<file path="src/rtl/oddr_gearbox_tx.sv">
// Word-to-DDR-pair serializer feeding an ODDRXC: small FIFO in, two bits per CLK out, LSB pair first.
// Optional training-pattern injection is enabled by defining ODDR_GEARBOX_TRAIN_EN.
module oddr_gearbox_tx #(
    parameter int               WIDTH         = 8,
    parameter int               DEPTH         = 4,
    parameter logic             IDLE_DA       = 1'b0,
    parameter logic             IDLE_DB       = 1'b0,
    parameter logic [WIDTH-1:0] TRAIN_PATTERN = 8'hA5
) (
    input  logic                     CLK,
    input  logic                     RSTN,
    input  logic [WIDTH-1:0]         DIN,
    input  logic                     DIN_VALID,
`ifdef ODDR_GEARBOX_TRAIN_EN
    input  logic                     TRAIN,
`endif
    output logic                     DIN_READY,
    output logic                     DA,
    output logic                     DB,
    output logic                     TX_ACTIVE,
    output logic [$clog2(DEPTH):0]   LEVEL
);

    localparam int               AW         = $clog2(DEPTH);
    localparam int               BW         = $clog2(WIDTH / 2);
    localparam logic [BW-1:0]    LAST_BEAT  = BW'(WIDTH / 2 - 1);
    localparam logic [AW:0]      FULL_LEVEL = (AW + 1)'(DEPTH);

    typedef enum logic {S_IDLE, S_SHIFT} state_t;

    state_t             state_q, state_d;
    logic [BW-1:0]      beat_q, beat_d;
    logic [WIDTH-1:0]   shift_q, shift_d;
    logic               da_q, da_d, db_q, db_d, act_q, act_d;
    logic [AW-1:0]      wr_ptr_q, rd_ptr_q;
    logic [AW:0]        level_q;
    logic [WIDTH-1:0]   mem_q [DEPTH];

    logic               train_w, push, pop, boundary, load_train, load;
    logic [WIDTH-1:0]   word_w;

`ifdef ODDR_GEARBOX_TRAIN_EN
    assign train_w = TRAIN;
`else
    assign train_w = 1'b0;
`endif

    assign DIN_READY  = (level_q != FULL_LEVEL) && RSTN;
    assign push       = DIN_VALID && DIN_READY;
    // A word boundary is any idle cycle or the edge that closes the last beat.
    assign boundary   = (state_q == S_IDLE) || (beat_q == LAST_BEAT);
    assign load_train = boundary && train_w;
    assign pop        = boundary && !train_w && (level_q != '0);
    assign load       = load_train || pop;
    assign word_w     = load_train ? TRAIN_PATTERN : mem_q[rd_ptr_q];

    always_ff @(posedge CLK or negedge RSTN) begin
        if (!RSTN) begin
            state_q  <= S_IDLE;
            beat_q   <= '0;
            shift_q  <= '0;
            da_q     <= IDLE_DA;
            db_q     <= IDLE_DB;
            act_q    <= 1'b0;
            wr_ptr_q <= '0;
            rd_ptr_q <= '0;
            level_q  <= '0;
        end else begin
            state_q  <= state_d;
            beat_q   <= beat_d;
            shift_q  <= shift_d;
            da_q     <= da_d;
            db_q     <= db_d;
            act_q    <= act_d;
            wr_ptr_q <= wr_ptr_q + AW'(push);
            rd_ptr_q <= rd_ptr_q + AW'(pop);
            level_q  <= level_q + (AW + 1)'(push) - (AW + 1)'(pop);
        end
    end

    // Storage is data only; occupancy is tracked by the pointers and level.
    always_ff @(posedge CLK) begin
        if (push) begin
            mem_q[wr_ptr_q] <= DIN;
        end
    end

    always_comb begin
        state_d = state_q;
        beat_d  = beat_q;
        if (load) begin
            state_d = S_SHIFT;
            beat_d  = '0;
        end else if (boundary) begin
            state_d = S_IDLE;
            beat_d  = '0;
        end else begin
            beat_d  = beat_q + 1'b1;
        end
    end

    always_comb begin
        shift_d = shift_q;
        da_d    = IDLE_DA;
        db_d    = IDLE_DB;
        act_d   = 1'b0;
        if (load) begin
            da_d    = word_w[0];
            db_d    = word_w[1];
            shift_d = word_w >> 2;
            act_d   = 1'b1;
        end else if (!boundary) begin
            da_d    = shift_q[0];
            db_d    = shift_q[1];
            shift_d = shift_q >> 2;
            act_d   = 1'b1;
        end
    end

    assign DA        = da_q;
    assign DB        = db_q;
    assign TX_ACTIVE = act_q;
    assign LEVEL     = level_q;

endmodule

</file>
<file path="config.mk">
export PLATFORM = sky130hd
export DESIGN_NAME = oddr_gearbox_tx
export DESIGN_NICKNAME = d
export VERILOG_FILES = /design/src/rtl/oddr_gearbox_tx.sv
export SDC_FILE = /design/constraint.sdc
export NUM_CORES = 1
export LEC_CHECK = 0
export ABC_AREA = 1
export BUFFER_PORTS_ARGS = -buffer_cell sky130_fd_sc_hd__buf_2
export CELL_PAD_IN_SITES_DETAIL_PLACEMENT = 1
export CELL_PAD_IN_SITES_GLOBAL_PLACEMENT = 1
export CORE_MARGIN = 3
export CORE_UTILIZATION = 41
export CTS_BUF_LIST = sky130_fd_sc_hd__clkbuf_16
export CTS_CLUSTER_SIZE = 30
export DETAILED_ROUTE_END_ITERATION = 16
export PLACE_DENSITY = 0.76
export SLEW_MARGIN = 5
export SYNTH_ARGS = -nofsm -noshare
export SYNTH_HDL_FRONTEND = slang
export SYNTH_SLANG_ARGS = --single-unit
export TNS_END_PERCENT = 30
</file>
<file path="constraint.sdc">
create_clock -name CLK -period 6.1 [get_ports CLK]
set_input_delay 0.305 -clock CLK [delete_from_list [all_inputs] [get_ports CLK]]
set_output_delay 0.305 -clock CLK [all_outputs]
set_load 0.02 [all_outputs]
</file>
==> flow_summary_export.csv <==
group,metric,value,unit
placement,hpwl,2.89,mm
yosys,netlist_top_cells_count,"37 x nand2_1, 32 x edfxtp_1, 27 x nand3_1",
die,die_height,78.3,µm
sta,slew_headroom,54.6,%
setup_path,arrival,2710,ps
clocking,clock_latency,280,ps
setup_path,crit_slowest_cell,"dlygate4sd3_1",
yosys,synth_top_area_share,44.8,%
die,start_util,43.9,%
min_path,hold_depth,1,
sta,finalCritPeriodShare,41.8,%
setup_path,crit_required,6260,ps
die,rows,25,
pwr,ir_worst_vdd,0.000192,V
sta,hold_viol,0,
drt,vias_per_cell,4.71,
sta,fin_skew,3.74,ps
yosys,yosysMostFrequentCell,"nand2_1",
drt,vias,1287,
grt,gr-usage-all-layers,14.5,%
final_layout,antenna_cells,0,
yosys,synth_area_leaders,"edfxtp_1 45%, dfrtp_1 22%, nand2_1 6.5%, nand3_1 6.3%, ha_1 2.9%",
grt,gr-total-overflow,0,
clocking,cts_tree,"done",
setup_path,crit_type,"input port to register",
grt,first_global_vias,1373,
die,die_x,78.3,µm
grt,grt_pass1_wl,6.78,mm
die,io_pins,18,
yosys,synth_edf_count,32,
yosys,synth.distinct_cells,21,
outcome,status,"completed",
final_layout,layout.cells.non_filler,273,
sta,finalSetupViolCount,0,
setup_path,critPathMaxFanout,21,
yosys,seq_area_frac_synth,67.0,%
sta,worstMarginPinSlew,682,ps
drt,antenna_left,0,
yosys,syn-num-nets,198,
setup_path,cp_cell_sequence,"dlygate4sd3_1, buf_2, nand3_2, ha_1, inv_1, ha_1, inv_1, fa_1, xnor2_1, xor2_1",
yosys,synthFlopType,"edfxtp_1",
final_layout,areaGrowthSynthToFinish,13.2,%
clocking,clockBufferDepth,2,
job,cap_violations,0,
yosys,yosysWarnings,0,
drt,drt_wl_total,4.11,mm
sta,min_period,2550,ps
setup_path,r2r_cells,12,
clocking,clkTransAtPathRegs,60,ps
pwr,p_per_area,457,nW/µm²
placement,gp_congestion,0.694,
setup_path,crit_path_max_incr_delay,520,ps
yosys,async_reset_ff_share,37.3,%
clocking,htreeDepth,2,
die,coreArea,4880,µm²
sta,rsz0062_at_grt,"false",
clocking,cts_buffers,5,
final_layout,layout-drive-gt1-share,19.9,%
yosys,synth-seq-cells,51,
grt,grt_start_max_net_pins,22,
pwr,finalPower,0.00111,W
setup_path,worst_setup_path_start_kind,"input port",
final_layout,finalNetCount,222,
yosys,synth_area_leader_cell,"edfxtp_1",
drt,dr.first_iter.drc_count,65,
final_layout,nFillCells,542,
yosys,syn_area_per_cell,11.8,µm²
clocking,cts.sink_count,51,
placement,port_buffers,17,
pwr,leakage,1.04,nW
grt,antenna_found_initial,0,
placement,placed_cells,264,
drt,wl_per_cell,15.1,µm
clocking,cts_setup_buffers,0,
drt,firstDrtPassIters,5,
sta,finalSetupTns,0,ps
drt,drc_errors,0,
yosys,synth_area,2140,µm²
yosys,synth_cells,181,
clocking,clock-root-buffer,"clkbuf_16",
sta,fmax,392,MHz
min_path,hold_class,"input port to register",
sta,finalMaxSlewViolations,0,
die,die-area,6130,µm²
setup_path,endpoint_kind,"register",
## state kept, by name, summed over array words and instances, names as in the netlist
register   count
DA             1
DB             1
LEVEL          3
TX_ACTIVE      1
beat_q         2
mem_q         32
rd_ptr_q       2
shift_q        6
state_q        1
wr_ptr_q       2
## power breakdown
group,internal [W],switching (W)
clock network,0.000148,0.000111
registers,0.000445,0.0000738
logic,0.000116,0.000215
total,0.000709,0.000400
## what timing repair did
action	in CTS	in global routing
endpoints found under the hold margin	19	0
gates resized for setup	0	0
hold buffers	1	0
## layout make-up
cell class | count | area [µm²] | area share (%)
Tap cell | 67 | 83.8 | 3.45
Timing Repair Buffer | 22 | 125 | 5.15
Multi-Input combinational cell | 106 | 571 | 23.5
Clock buffer | 5 | 125 | 5.15
Sequential cell | 51 | 1440 | 59.1
Clock inverter | 3 | 11.3 | 0.464
Inverter | 19 | 76.3 | 3.14
## worst paths after layout
| check | from | endpoint | slack [ps] |
|---|---|---|---|
| min in group asynchronous | RSTN | beat_q[1] | 510 |
| worst min-delay path | DIN[3] | mem_q[3][3] | 230 |
| worst max-delay path | RSTN | LEVEL[2] | 3550 |
| max in group asynchronous | RSTN | wr_ptr_q[1] | 5260 |
| worst min register to register | beat_q[0] | beat_q[0] | 480 |
| worst max register to register | beat_q[0] | LEVEL[2] | 3710 |
## placed cells by master, fill, tap and decap left out, types with 3 or more instances in the layout
master | netlist | layout
nand2_2 | 9 | 9
ha_1 | 5 | 5
nand2_1 | 37 | 37
edfxtp_1 | 32 | 32
clkbuf_16 | 0 | 5
inv_1 | 16 | 17
nor2_1 | 15 | 15
nand3_1 | 27 | 27
dfrtp_1 | 19 | 19
buf_4 | 1 | 4
buf_2 | 0 | 17
nor3_1 | 4 | 4
xor2_1 | 3 | 3
## worst max-delay path: cells and delay by family
kind	cells	cell delay, ps
XOR/XNOR	2	300
adder cells (fa/ha/maj)	3	840
AND/OR/NAND/NOR	1	230
buffers and inverters	4	1040
## layer usage
metal / vias to the layer above / GRT usage [%] / share of wire (%)
met5: - / 0 / 0
li1: 641 / - / -
met2: 23 / 24.7 / 50
met1: 621 / 18.5 / 46
met3: 2 / 3.56 / 3.5
met4: 0 / 4.20 / 0.19
## metrics by stage
stage,setup WS (ps),hold WS (ps),area [µm²],utilization (%)
global route,3320,238,2430,49.8
floorplan,3930,9.41,2140,-
CTS,3510,228,2430,49.8
global placement,3810,273,2280,46.8
finish,3550,235,2430,49.8
detailed placement,3690,287,2280,46.8
## kinds of logic after synthesis
group                    count (synthesis)  synth area share [%]
AND/OR/NAND/NOR                         95                  20.8
flip-flops                              51                  67.0
buffers and inverters                   24                  6.42
adder cells (fa/ha/maj)                  6                  3.85
XOR/XNOR                                 4                  1.63
AO/OA/AOI/OAI                            1                 0.350
(Power assumes the default switching activity.)
